$ cat src/rtl/ifetch_resp_pkg.sv
// Shared types and constants for the instruction-fetch response path.
// Optional misalign tracking is compiled in with IFETCH_MISALIGN_CHECK_EN.
package ifetch_resp_pkg;

    localparam logic [31:0] NOP_INSTR = 32'h0000_0013;

    typedef struct packed {
`ifdef IFETCH_MISALIGN_CHECK_EN
        logic        misalign;
`endif
        logic [31:0] pc;
        logic [31:0] instr;
    } entry_t;

    typedef struct packed {
`ifdef IFETCH_MISALIGN_CHECK_EN
        logic        misalign;
`endif
        logic [31:0] pc;
    } tag_t;

endpackage

$ cat src/rtl/ifetch_resp_sync_fifo.sv
// Synchronous FIFO with push/pop/clear and occupancy count; storage reads
// as zero after reset until first written.
module sync_fifo #(
    parameter int unsigned WIDTH = 32,
    parameter int unsigned DEPTH = 2
) (
    input  logic                     clk,
    input  logic                     rst,
    input  logic                     push,
    input  logic [WIDTH-1:0]         wdata,
    input  logic                     pop,
    input  logic                     clear,
    output logic [WIDTH-1:0]         rdata,
    output logic                     full,
    output logic                     empty,
    output logic [$clog2(DEPTH):0]   count
);
    localparam int unsigned AW = $clog2(DEPTH);

    logic [WIDTH-1:0] mem [DEPTH];
    logic [AW-1:0]    wr_ptr;
    logic [AW-1:0]    rd_ptr;
    logic             do_push;
    logic             do_pop;

    always_comb begin
        full    = (count == (AW+1)'(DEPTH));
        empty   = (count == '0);
        do_pop  = pop && !empty;
        do_push = push && (!full || do_pop);
        rdata   = mem[rd_ptr];
    end

    always_ff @(posedge clk) begin
        if (rst) begin
            wr_ptr <= '0;
            rd_ptr <= '0;
            count  <= '0;
            for (int unsigned i = 0; i < DEPTH; i++) begin
                mem[i] <= '0;
            end
        end else if (clear) begin
            wr_ptr <= '0;
            rd_ptr <= '0;
            count  <= '0;
        end else begin
            if (do_push) begin
                mem[wr_ptr] <= wdata;
                wr_ptr      <= wr_ptr + AW'(1);
            end
            if (do_pop) begin
                rd_ptr <= rd_ptr + AW'(1);
            end
            if (do_push && !do_pop) begin
                count <= count + (AW+1)'(1);
            end else if (!do_push && do_pop) begin
                count <= count - (AW+1)'(1);
            end
        end
    end

endmodule

$ cat src/rtl/ifetch_resp.sv
// Instruction-fetch request/response tracker: tags requests with their PC and
// queues returned words for decode. Macro IFETCH_MISALIGN_CHECK_EN adds dec_misalign.
module ifetch_resp
    import ifetch_resp_pkg::*;
#(
    parameter int unsigned DEPTH  = 2,
    parameter logic [31:0] RST_PC = 32'h0000_0000
) (
    input  logic        clk,
    input  logic        rst,
    input  logic [31:0] pc_in,
    output logic        pc_we,
    output logic        imem_req_valid,
    output logic [31:0] imem_req_addr,
    input  logic        imem_req_ready,
    input  logic        imem_rsp_valid,
    input  logic [31:0] imem_rsp_data,
    input  logic        flush,
    output logic        dec_valid,
    output logic [31:0] dec_instr,
    output logic [31:0] dec_pc,
    input  logic        dec_ready
`ifdef IFETCH_MISALIGN_CHECK_EN
    ,
    output logic        dec_misalign
`endif
);
    localparam int unsigned CW  = $clog2(DEPTH) + 1;
    // Discarded responses sit outside the credit window, so back-to-back
    // flushes can leave more than DEPTH of them in flight.
    localparam int unsigned DCW = CW + 2;

    tag_t           tag_wdata;
    tag_t           tag_rdata;
    logic           tag_full;
    logic           tag_empty;
    logic [CW-1:0]  tag_count;
    logic           tag_push;
    logic           tag_pop;

    entry_t         q_wdata;
    entry_t         q_rdata;
    logic           q_full;
    logic           q_empty;
    logic [CW-1:0]  q_count;
    logic           q_push;
    logic           q_pop;

    logic [DCW-1:0] discard_cnt;
    logic [DCW-1:0] discard_nxt;
    logic [DCW-1:0] pending;
    logic [CW:0]    credit_sum;
    logic           can_issue;
    logic           fire;
    logic           rsp_live;
    logic           direct_push;
    logic           pc_misalign;

    always_comb begin
        credit_sum = {1'b0, q_count} + {1'b0, tag_count};
        can_issue  = !rst && !flush && !tag_full && !q_full
                     && (credit_sum < (CW+1)'(DEPTH));
`ifdef IFETCH_MISALIGN_CHECK_EN
        pc_misalign    = (pc_in[1:0] != 2'b00);
        imem_req_valid = can_issue && !pc_misalign;
        // Misaligned entries bypass memory, so they wait for older fetches to drain.
        fire           = pc_misalign ? (can_issue && tag_empty)
                                     : (imem_req_valid && imem_req_ready);
`else
        pc_misalign    = 1'b0;
        imem_req_valid = can_issue;
        fire           = imem_req_valid && imem_req_ready;
`endif
        imem_req_addr = pc_in;
        pc_we         = fire;
        tag_push      = fire && !pc_misalign;
        direct_push   = fire && pc_misalign;
        rsp_live      = imem_rsp_valid && (discard_cnt == '0) && !tag_empty;
        tag_pop       = rsp_live;
        q_push        = rsp_live || direct_push;
        q_pop         = dec_valid && dec_ready;
    end

    always_comb begin
        tag_wdata    = '0;
        tag_wdata.pc = pc_in;
        q_wdata       = '0;
        q_wdata.pc    = tag_rdata.pc;
        q_wdata.instr = imem_rsp_data;
`ifdef IFETCH_MISALIGN_CHECK_EN
        tag_wdata.misalign = pc_misalign;
        q_wdata.misalign   = tag_rdata.misalign;
        if (direct_push) begin
            q_wdata.pc       = pc_in;
            q_wdata.instr    = NOP_INSTR;
            q_wdata.misalign = 1'b1;
        end
`endif
    end

    always_comb begin
        discard_nxt = discard_cnt;
        pending     = discard_cnt + DCW'(tag_count);
        if (flush) begin
            discard_nxt = (imem_rsp_valid && pending != '0) ? pending - DCW'(1) : pending;
        end else if (imem_rsp_valid && discard_cnt != '0) begin
            discard_nxt = discard_cnt - DCW'(1);
        end
    end

    always_ff @(posedge clk) begin
        if (rst) begin
            discard_cnt <= '0;
        end else begin
            discard_cnt <= discard_nxt;
        end
    end

    sync_fifo #(
        .WIDTH ($bits(tag_t)),
        .DEPTH (DEPTH)
    ) u_tag_fifo (
        .clk   (clk),
        .rst   (rst),
        .push  (tag_push),
        .wdata (tag_wdata),
        .pop   (tag_pop),
        .clear (flush),
        .rdata (tag_rdata),
        .full  (tag_full),
        .empty (tag_empty),
        .count (tag_count)
    );

    sync_fifo #(
        .WIDTH ($bits(entry_t)),
        .DEPTH (DEPTH)
    ) u_instr_q (
        .clk   (clk),
        .rst   (rst),
        .push  (q_push),
        .wdata (q_wdata),
        .pop   (q_pop),
        .clear (flush),
        .rdata (q_rdata),
        .full  (q_full),
        .empty (q_empty),
        .count (q_count)
    );

    always_comb begin
        dec_valid = !q_empty;
        dec_instr = q_rdata.instr;
        dec_pc    = q_rdata.pc;
`ifdef IFETCH_MISALIGN_CHECK_EN
        dec_misalign = q_rdata.misalign;
`endif
    end

endmodule

$ cat config.mk
export PLATFORM = sky130hd
export DESIGN_NAME = ifetch_resp
export DESIGN_NICKNAME = d
export VERILOG_FILES = /design/src/rtl/ifetch_resp_pkg.sv /design/src/rtl/ifetch_resp_sync_fifo.sv /design/src/rtl/ifetch_resp.sv
export SDC_FILE = /design/constraint.sdc
export NUM_CORES = 1
export LEC_CHECK = 0
export BUFFER_PORTS_ARGS = -buffer_cell sky130_fd_sc_hd__buf_2
export CORE_MARGIN = 5
export CORE_UTILIZATION = 55
export CTS_CLUSTER_DIAMETER = 80
export CTS_CLUSTER_SIZE = 14
export DETAILED_ROUTE_END_ITERATION = 16
export MAX_ROUTING_LAYER = met4
export PLACE_DENSITY_LB_ADDON = 0.3
export SLEW_MARGIN = 15
export SYNTH_ARGS = -nofsm -noshare
export SYNTH_HDL_FRONTEND = slang
export SYNTH_SLANG_ARGS = --single-unit
$ cat constraint.sdc
create_clock -name clk -period 6.83 [get_ports clk]
set_clock_uncertainty 0.1 [all_clocks]
set_input_delay 1.0245 -clock clk [delete_from_list [all_inputs] [get_ports clk]]
set_output_delay 1.0245 -clock clk [all_outputs]
set_load 0.03 [all_outputs]
==> impl_metrics.yaml, run 1 <==
timing:
  max_freq_mhz: 275.2
  final.period_utilization: 0.5320
  setup_violations: 0
  slew_viol_final: 0
  tightest_slew_ps: 1008
  report.final.hold_viol_count: 0
  setup_tns_ps: 0
  setup_slack_ps: 3197
  rsz0062_at_grt: "no"
  max-slew-margin-rel: 0.3283
  fin_crit_ps: 3633
power:
  leakage_nw: 4.125
  clockPowerShare: 0.366
  p_seq_frac: 0.549
  p_per_area_nw_per_um2: 249.3
  p_int_mw: 2.057
  p_sw_uw: 575.1
  pwr-share-comb: 0.084
  ir_drop_mv: 0.1361
  p_sw_frac: 0.2185
  finalPower_mw: 2.633
logic_synthesis:
  synth_edf_count: 192
  yosys_warnings: 0
  syn_nets: 738
  synth.avg_cell_area_um2: 14.01
  ys_seq_area_frac: 0.6547
  async_flop_share: 0
  synth_area_um2: 9234
  synth-seq-cells: 206
  synthCells: 659
  synth-main-ff-cell: "edfxtp_1"
  synth_cell_types: 47
route:
  drcViolationCount: 0
  viasPerCell: 5.219
  firstDrtPassIters: 4
  drtIter0Drc: 302
  wl_per_cell_um: 17.27
  vias: 5292
  route.met3.wl_um: 954
  wl_mm: 17.51
  top_layer: "met4"
  ant_nets: 0
  drt-met1-wl_mm: 7.179
  wl_met2_mm: 9.074
clocking:
  h-tree-depth: 1
  clock-sinks: 206
  tritoncts: "yes"
  root_buffer: "clkbuf_16"
  cts_buffer_depth: 3
  clock_latency_ps: 470
  cts_resized: 0
  numCtsBuffers: 18
  post_cts_buffers: 0
  clk_pin_slew_ps: 60
  postCtsHoldBufs: 0
cells_and_area:
  final_nets: 861
  fill_cells: 1296
  antenna_cells: 0
  stdcell_count: 1014
  drive_gt1_frac: 0.3388
  fin_util: 0.6390
  multiInputGateArea_um2: 2800
  area_growth_pct: 14.35
  seq_area_um2: 6051
hold_path:
  min_path_cells: 2
  min_from: "u_tag_fifo.rd_ptr"
  worstHoldPathType: "register to register"
setup_path:
  timing.rr.start: "u_tag_fifo.count[0]"
  rr_worst_depth: 6
  reg2reg_slack_ps: 3200
  cp-end-kind: "register"
  start_kind: "register"
  critPathMaxFanout: 33
  cp.arrival_ps: 3630
  path_class: "register to register"
  cp.required_ps: 6820
  timing.rr.end: "u_tag_fifo.mem[1][5]"
floorplanning:
  die_y_um: 139.6
  core-area_um2: 16520
  die_x_um: 139.6
  start_util: 0.5588
  die_area_um2: 19480
  rows: 47
  io_pins: 169
grt:
  overflow: 0
  first_global_vias: 5640
  grt_pass1_wl_mm: 27.97
  grt_max_degree: 65
  grt_usage: 0.1806
  antenna_found_initial: 0
place:
  place.detailed.hpwl_mm: 11.31
  gp_congestion: 0.7991
  dp_slack_ps: 2809
  place_inst: 982
  placement.io_buffers: 168
flow_run:
  cap_violations: 0
run_status:
  status: "completed"
-- metrics by stage --
step / hold slack, ps / cell area, um2
floorplan: 372.5 / 9234
global placement: 387.5 / 10010
detailed placement: 396.8 / 10010
global route: 447.6 / 10560
finish: 406.7 / 10560
CTS: 412.2 / 10560
-- flip-flops by register name, indices dropped and copies added (netlist names), named ones only --
name,count
u_tag_fifo.rd_ptr,1
discard_cnt,4
u_tag_fifo.count,2
u_tag_fifo.wr_ptr,1
u_instr_q.wr_ptr,1
u_instr_q.count,2
u_instr_q.rd_ptr,1
u_tag_fifo.mem,64
u_instr_q.mem,128
-- worst max-delay path by stage --
stage,from,to,slack [ps]
after global placement,imem_rsp_valid,u_instr_q.mem[1][26],2900
final,u_tag_fifo.count[0],u_tag_fifo.mem[1][5],3200
after floorplan,imem_rsp_valid,u_instr_q.mem[0][0],3070
after global routing,u_tag_fifo.count[0],u_tag_fifo.mem[0][0],2960
after detailed placement,imem_rsp_valid,u_instr_q.mem[1][26],2810
after CTS,u_tag_fifo.count[0],u_tag_fifo.mem[1][5],3150
-- logic make-up (layout without fill, tap and decap cells) --
kind of cell / Yosys count / in the layout / synth area share
DFF: 206 / 206 / 0.6547
adders and majority gates: 9 / 9 / 0.01382
muxes: 97 / 97 / 0.1138
AOI/OAI and AO/OA: 26 / 26 / 0.01978
xor gates and xnor gates: 8 / 8 / 0.007588
buffers and inverters: 74 / 209 / 0.04458
and+or+nand+nor: 239 / 239 / 0.1457
-- metal layers --
| metal | global-route usage | vias up |
|---|---|---|
| li1 | - | 2549 |
| met5 | - | - |
| met2 | 0.3239 | 183 |
| met4 | 0.03876 | 0 |
| met1 | 0.2189 | 2534 |
| met3 | 0.02607 | 26 |
-- layout make-up --
cell class,instances,area share
Sequential cell,206,0.5731
Multi-Input combinational cell,379,0.2652
Timing Repair Buffer,170,0.08105
Clock buffer,31,0.04929
Tap cell,220,0.02607
Clock inverter,1,0.002844
Inverter,7,0.002488
-- synth_stat cells, types with 4 or more instances --
| library cell | count | area, um2 |
|---|---|---|
| and2_1 | 131 | 819.5 |
| edfxtp_1 | 192 | 5766 |
| buf_2 | 11 | 55.05 |
| dfxtp_1 | 14 | 280.3 |
| ha_1 | 7 | 87.58 |
| xor2_1 | 6 | 52.55 |
| a311oi_1 | 4 | 35.03 |
| o21ai_0 | 5 | 25.02 |
| mux2_2 | 64 | 720.7 |
| inv_1 | 7 | 26.28 |
| nor2_1 | 73 | 274.0 |
| clkbuf_1 | 24 | 90.09 |
| buf_4 | 32 | 240.2 |
| mux2i_1 | 33 | 330.3 |
| a21oi_1 | 5 | 25.02 |
| or3_1 | 4 | 25.02 |
-- cell usage in the layout, fill, tap and decap left out, types with 4 or more instances in the layout --
master and n:
o21ai_0 5, clkbuf_1 12, mux2i_1 33, and2_1 131, nor2_1 73, xor2_1 6, ha_1 7, mux2_2 64
or3_1 4, buf_2 168, inv_1 7, edfxtp_1 192, clkbuf_16 19, a21oi_1 5, a311oi_1 4, dfxtp_1 12
-- worst max-delay path: stages (launching register included) --
cell and delay, ps:
dfxtp_1 480, and2_1 200, fa_1 430, nor2_1 120
o2111a_1 270, and3_1 860, or2_2 790
-- power by group through the flow --
stage	Combinational, mW	Clock [mW]	Sequential [mW]
global placement	0.216	0	1.47
CTS	0.225	0.984	1.45
finish	0.222	0.965	1.45
floorplan	0.163	0	1.47
global route	0.242	1.04	1.45
detailed placement	0.223	0	1.47
Power figures use the tool's default switching activity.
==> run 2, diff against run 1 <==
--- a/config.mk
+++ b/config.mk
@@ -5,9 +5,10 @@
 export SDC_FILE = /design/constraint.sdc
 export NUM_CORES = 1
 export LEC_CHECK = 0
+export ABC_AREA = 1
 export BUFFER_PORTS_ARGS = -buffer_cell sky130_fd_sc_hd__buf_2
 export CORE_MARGIN = 5
-export CORE_UTILIZATION = 55
+export CORE_UTILIZATION = 51
 export CTS_CLUSTER_DIAMETER = 80
 export CTS_CLUSTER_SIZE = 14
 export DETAILED_ROUTE_END_ITERATION = 16
==> constraint.sdc (replaced) <==
create_clock -name clk -period 3.32 [get_ports clk]
set_clock_uncertainty 0.1 [all_clocks]
set_input_delay 0.498 -clock clk [delete_from_list [all_inputs] [get_ports clk]]
set_output_delay 0.498 -clock clk [all_outputs]
set_load 0.03 [all_outputs]
==> run 2 against run 1 <==
Final area rose by 2.0%. Die area rose by 9.6%. Power up 110%. Wire length up 5.8%. Via count rose by 6.9%. Non-clock buffer count rose by 8. Sequential power increased by 110%. Hold slack got worse by 170 ps. Cell count is 10% higher. Critical endpoint is now pc_we. Largest cell class unchanged.
==> impl_metrics.yaml, run 2 <==
run_status:
  status: "completed"
place:
  gp_congestion: 0.8181
  placement.io_buffers: 168
  place.detailed.hpwl_mm: 11.91
  placed_area_um2: 10210
logic_synthesis:
  synth-main-ff-cell: "edfxtp_1"
  yosysTopAreaCellShare: 0.6100
  synthTopCellsByArea: "edfxtp_1, mux2_2, nor2_1, inv_1, mux2i_1"
  ys_seq_area_frac: 0.6397
  synth_area_um2: 9452
  synth-seq-cells: 206
  netlist_top_cells_count: "edfxtp_1, nor2_1, inv_1, mux2_2, buf_4"
  async_flop_share: 0
  synth_edf_count: 192
  synthCells: 746
  synth_area_leader_cell: "edfxtp_1"
  yosysMostFrequentCell: "edfxtp_1"
  synth.avg_cell_area_um2: 12.67
  yosys_warnings: 0
  syn_nets: 825
  synth_cell_types: 27
cells_and_area:
  antenna_cells: 0
  area_growth_pct: 13.90
  largestRegisters: "u_instr_q.mem x128, u_tag_fifo.mem x64, discard_cnt x4"
  fin_util: 0.5952
  drive_gt1_frac: 0.3431
  final_nets: 956
  final_common_cell: "edfxtp_1"
  top_register: "u_instr_q.mem"
  final_cell_mix: "edfxtp_1, nor2_1, buf_2"
  largest_register_ffs: 128
  design_area_um2: 10770
setup_path:
  path_buf_inv: 3
  cp-end-kind: "output pin"
  path_class: "register to output pin"
  start_kind: "register"
  path_delay_family: "simple AND/OR/NAND/NOR gates"
  crit_top_cell: "inv_1"
  cp.required_ps: 2720
  path_depth: 7
  reg2reg_slack_ps: 710
  critPathMaxFanout: 5
  critical_path.cell_chain: "nand2_1, inv_1, fa_1, nor4_4, nand2_2, inv_1, buf_2"
  slowest_delay_ps: 460
  worst_path_max_delay_cell: "fa_1"
  timing.rr.end: "u_tag_fifo.mem[0][24]"
  rr_worst_depth: 8
  cp.arrival_ps: 2210
  timing.rr.start: "u_tag_fifo.count[0]"
floorplanning:
  start_util: 0.5226
  die_y_um: 146.1
  die_area_um2: 21360
  rows: 49
  die_x_um: 146.1
  core-area_um2: 18090
  io_pins: 169
power:
  leakage_nw: 4.512
  p_per_area_nw_per_um2: 514.7
  ir_drop_mv: 0.3046
route:
  firstDrtPassIters: 4
  drtIter0Drc: 288
  drcViolationCount: 0
  ant_nets: 0
  wl_mm: 18.53
  vias: 5659
  wl_per_cell_um: 16.58
  viasPerCell: 5.062
timing:
  setup_tns_ps: 0
  report.final.hold_viol_count: 0
  setup_violations: 0
  fin_crit_ps: 2808
  tightest_slew_ps: 1019
  slew_viol_final: 0
  final.period_utilization: 0.8459
  max-slew-margin-rel: 0.3207
  rsz0062_at_grt: "no"
  max_freq_mhz: 356.1
grt:
  use_met3: 0.03409
  grt_max_degree: 66
  overflow: 0
  grt_pass1_wl_mm: 29.66
  antenna_found_initial: 0
  first_global_vias: 5743
  grt_usage: 0.1763
  use_met2: 0.3045
  grt.busiest_layer: "met2"
  met1_usage: 0.2196
clocking:
  h-tree-depth: 1
  post_cts_buffers: 0
  numCtsBuffers: 18
  clock-sinks: 206
  clock_latency_ps: 480
  tritoncts: "yes"
  cts_buffer_depth: 3
  cts_resized: 0
  clk_pin_slew_ps: 70
  postCtsHoldBufs: 0
  root_buffer: "clkbuf_16"
flow_run:
  cap_violations: 0
hold_path:
  worstHoldPathType: "primary input to register"
  worstHoldEndpoint: "u_instr_q.mem[0][9]"
  min_path_cells: 3
  min_from: "imem_rsp_data[9]"
run 2: cell types whose count changed after synthesis, moves of 6 or more:
cell	delta
o21ai_0	+12
inv_1	+80
nand3_1	+12
and2_1	-131
a21oi_1	+9
buf_6	+11
nand2_1	+23
nor2_4	+28
nor2_1	+99
clkbuf_1	-6
buf_2	-10
run 2: layer usage:
layer / vias to the layer above / wire length, um
met5: - / 0
met3: 18 / 1223
li1: 2726 / -
met4: 0 / 182
met2: 169 / 9256
met1: 2746 / 7870
run 2: cell type report:
type | instances | area, um2
clock buffers | 31 | 520.5
clock inverters | 1 | 30.03
fillers | 1436 | 7321
inverters | 87 | 326.6
multi-input cells | 386 | 2597
flip-flops and latches | 206 | 6051
well taps | 229 | 286.5
repair buffers | 178 | 953.4
run 2: stage by stage:
stage / hold slack (ps) / std cells / power (mW) / setup WS, ps
after floorplan: 347.4 / 746 / 3.428 / 63.83
after global placement: 348.8 / 1086 / 3.568 / 726.2
after detailed placement: 365.4 / 1086 / 3.581 / 708.8
after CTS: 215.0 / 1118 / 5.597 / 464.3
after global routing: 224.3 / 1118 / 5.763 / 328.5
final: 232.9 / 1118 / 5.541 / 511.6
run 2: cells by family (layout without fill, tap and decap cells):
group,after synthesis,count (layout),share of synthesized area
XOR/XNOR,2,2,0.001854
multiplexers,96,96,0.1101
buffers and inverters,154,297,0.08869
AO/OA/AOI/OAI,35,35,0.02078
flip-flops,206,206,0.6397
AND/OR/NAND/NOR,244,244,0.1254
adder cells (fa/ha/maj),9,9,0.01350
run 2: worst max path at each step:
stage / from / end
3_5_place_dp: u_tag_fifo.count[0] / u_tag_fifo.mem[0][15]
3_3_place_gp: u_tag_fifo.count[0] / u_tag_fifo.mem[0][8]
2_1_floorplan: u_tag_fifo.count[0] / u_tag_fifo.mem[1][0]
6_report: u_tag_fifo.count[0] / pc_we
5_1_grt: u_tag_fifo.count[0] / pc_we
4_1_cts: u_tag_fifo.count[0] / pc_we
run 2: power by group:
| group | internal [mW] | switching [mW] | total (mW) |
|---|---|---|---|
| clock network | 1.14 | 0.878 | 2.02 |
| logic | 0.168 | 0.371 | 0.539 |
| registers | 2.94 | 0.0390 | 2.98 |
run 2: worst register-to-register path, stage by stage, from the launching register on:
cell,delay (ps)
dfxtp_1,430
nand2_1,70
inv_1,80
fa_1,460
nor4_4,310
nand2_2,100
or2_4,240
nand2_2,50
buf_4,390
==> run 3, diff against run 2 <==
--- a/config.mk
+++ b/config.mk
@@ -5,10 +5,10 @@
 export SDC_FILE = /design/constraint.sdc
 export NUM_CORES = 1
 export LEC_CHECK = 0
-export ABC_AREA = 1
+export ABC_AREA = 0
 export BUFFER_PORTS_ARGS = -buffer_cell sky130_fd_sc_hd__buf_2
 export CORE_MARGIN = 5
-export CORE_UTILIZATION = 51
+export CORE_UTILIZATION = 55
 export CTS_CLUSTER_DIAMETER = 80
 export CTS_CLUSTER_SIZE = 14
 export DETAILED_ROUTE_END_ITERATION = 16
==> constraint.sdc (replaced) <==
create_clock -name clk -period 2.8 [get_ports clk]
set_clock_uncertainty 0.1 [all_clocks]
set_input_delay 0.42 -clock clk [delete_from_list [all_inputs] [get_ports clk]]
set_output_delay 0.42 -clock clk [all_outputs]
set_load 0.03 [all_outputs]
==> run 3 against run 2 <==
Via count is 4.7% lower. Final area shrank 0.19%. Sequential power increased by 18%. Non-clock buffer count increased by 5. Critical path depth decreased by 1. Flip-flop and latch count did not move. Clock power increased by 15%. Combinational power rose by 4.5%. Largest cell class unchanged. First-iteration DRC count is 6.3% lower.
==> impl_metrics.yaml, run 3 (synthesis results as in run 1) <==
cells_and_area:
  largestRegisters: "u_instr_q.mem x128, u_tag_fifo.mem x64, discard_cnt x4"
  design_area_um2: 10750
  antenna_cells: 0
  final_common_cell: "edfxtp_1"
  top_register: "u_instr_q.mem"
  final_nets: 874
  area_growth_pct: 16.37
  fin_util: 0.6503
  largest_register_ffs: 128
  final_cell_mix: "edfxtp_1, buf_2, and2_1"
  drive_gt1_frac: 0.3588
setup_path:
  cp-end-kind: "output pin"
  reg2reg_slack_ps: 200
  timing.rr.end: "u_instr_q.mem[1][8]"
  cp.arrival_ps: 2190
  critPathMaxFanout: 7
  rr_worst_depth: 6
  start_kind: "register"
  timing.rr.start: "discard_cnt[1]"
  crit_path_end: "pc_we"
  cp.required_ps: 2280
  path_class: "register to output pin"
  worstSetupStartpoint: "u_tag_fifo.count[0]"
route:
  wl_per_cell_um: 17.40
  vias: 5391
  viasPerCell: 5.285
  drcViolationCount: 0
  firstDrtPassIters: 4
  drtIter0Drc: 270
  ant_nets: 0
  wl_mm: 17.74
clocking:
  clk_pin_slew_ps: 70
  h-tree-depth: 1
  cts_resized: 2
  clock-sinks: 206
  post_cts_buffers: 0
  numCtsBuffers: 18
  tritoncts: "yes"
  cts_buffer_depth: 3
  root_buffer: "clkbuf_16"
  clock_latency_ps: 480
  postCtsHoldBufs: 0
power:
  pwr-share-comb: 0.088
  clockPowerShare: 0.362
  ir_drop_mv: 0.4625
  p_seq_frac: 0.550
  leakage_nw: 4.222
  p_sw_frac: 0.2202
  finalPower_mw: 6.407
  p_per_area_nw_per_um2: 596.3
  p_int_mw: 4.996
  p_sw_mw: 1.411
grt:
  grt_pass1_wl_mm: 28.72
  antenna_found_initial: 0
  overflow: 0
  grt_max_degree: 34
  grt_usage: 0.1864
  first_global_vias: 5618
timing:
  hold_ws_ps: 125.5
  setup_violations: 0
  final.period_utilization: 0.9666
  fin_crit_ps: 2706
  slew_viol_final: 0
  max-slew-margin-rel: 0.3345
  rsz0062_at_grt: "yes"
  max_freq_mhz: 369.5
  tightest_slew_ps: 998.3
  report.final.hold_viol_count: 0
run_status:
  status: "completed"
place:
  placement.io_buffers: 168
  placed_area_um2: 10210
  gp_congestion: 0.7734
  place.detailed.hpwl_mm: 11.79
floorplanning:
  die_x_um: 139.6
  start_util: 0.5588
  core-area_um2: 16520
  io_pins: 169
  rows: 47
  die_area_um2: 19480
  die_y_um: 139.6
hold_path:
  worstHoldPathType: "primary input to register"
flow_run:
  cap_violations: 0
run 3: cell count changes in the layout (fill, tap and decap cells not counted), moves of 9 or more:
cell | before | now
and2_1 | 0 | 131
nand2_1 | 20 | 2
o21ai_0 | 17 | 5
nor2_1 | 172 | 73
nand3_1 | 13 | 2
nor2_4 | 28 | 0
a21oi_1 | 14 | 5
inv_1 | 87 | 7
run 3: worst min path at each step:
stage,slack [ps],depth (start not counted),start,endpoint
finish,130,2,imem_rsp_data[23],u_instr_q.mem[0][23]
global route,120,2,imem_rsp_data[28],u_instr_q.mem[1][28]
CTS,110,2,imem_rsp_data[23],u_instr_q.mem[0][23]
detailed placement,410,2,u_instr_q.rd_ptr,register
global placement,390,2,u_tag_fifo.rd_ptr,u_tag_fifo.rd_ptr
floorplan,370,2,u_tag_fifo.rd_ptr,register
run 3: metrics by stage:
step	setup TNS (ps)	worst slack (ps)	instances
final	0	93.64	1020
after global routing	-8.290	-8.290	1020
after CTS	0	13.49	1020
after detailed placement	0	102.2	995
after global placement	0	284.6	995
after floorplan	0	27.03	659
run 3: area by class of cell:
type                       instances  area (um2)
clock buffer                      24       494.2
clock inverter                     1       30.03
fill                            1210        5779
inverter                           7       26.28
multi-input combinational        379        2809
sequential                       206        6057
tap                              220       275.3
timing repair buffer             183        1054
run 3: per-layer routing:
| layer | vias to the layer above | wire length, um | part of all wire | track usage |
|---|---|---|---|---|
| met4 | 0 | 388 | 0.022 | 0.05201 |
| li1 | 2573 | - | - | - |
| met1 | 2625 | 7168 | 0.40 | 0.2305 |
| met2 | 165 | 8950 | 0.50 | 0.3221 |
| met3 | 28 | 1236 | 0.070 | 0.02847 |
| met5 | - | 0 | 0 | - |
run 3: worst max-delay path, cell delays in order (launching register included):
cell and delay (ps):
dfxtp_4 380, and2_1 160, fa_1 450, nor2_1 120
o2111a_2 240, and2_1 160, buf_2 200
run 3: power groups by stage:
stage	logic (mW)	registers, mW	clock network (mW)
after detailed placement	0.566	3.59	0
after global routing	0.610	3.53	2.50
after floorplan	0.398	3.57	0
after CTS	0.569	3.52	2.36
final	0.563	3.52	2.32
after global placement	0.550	3.58	0
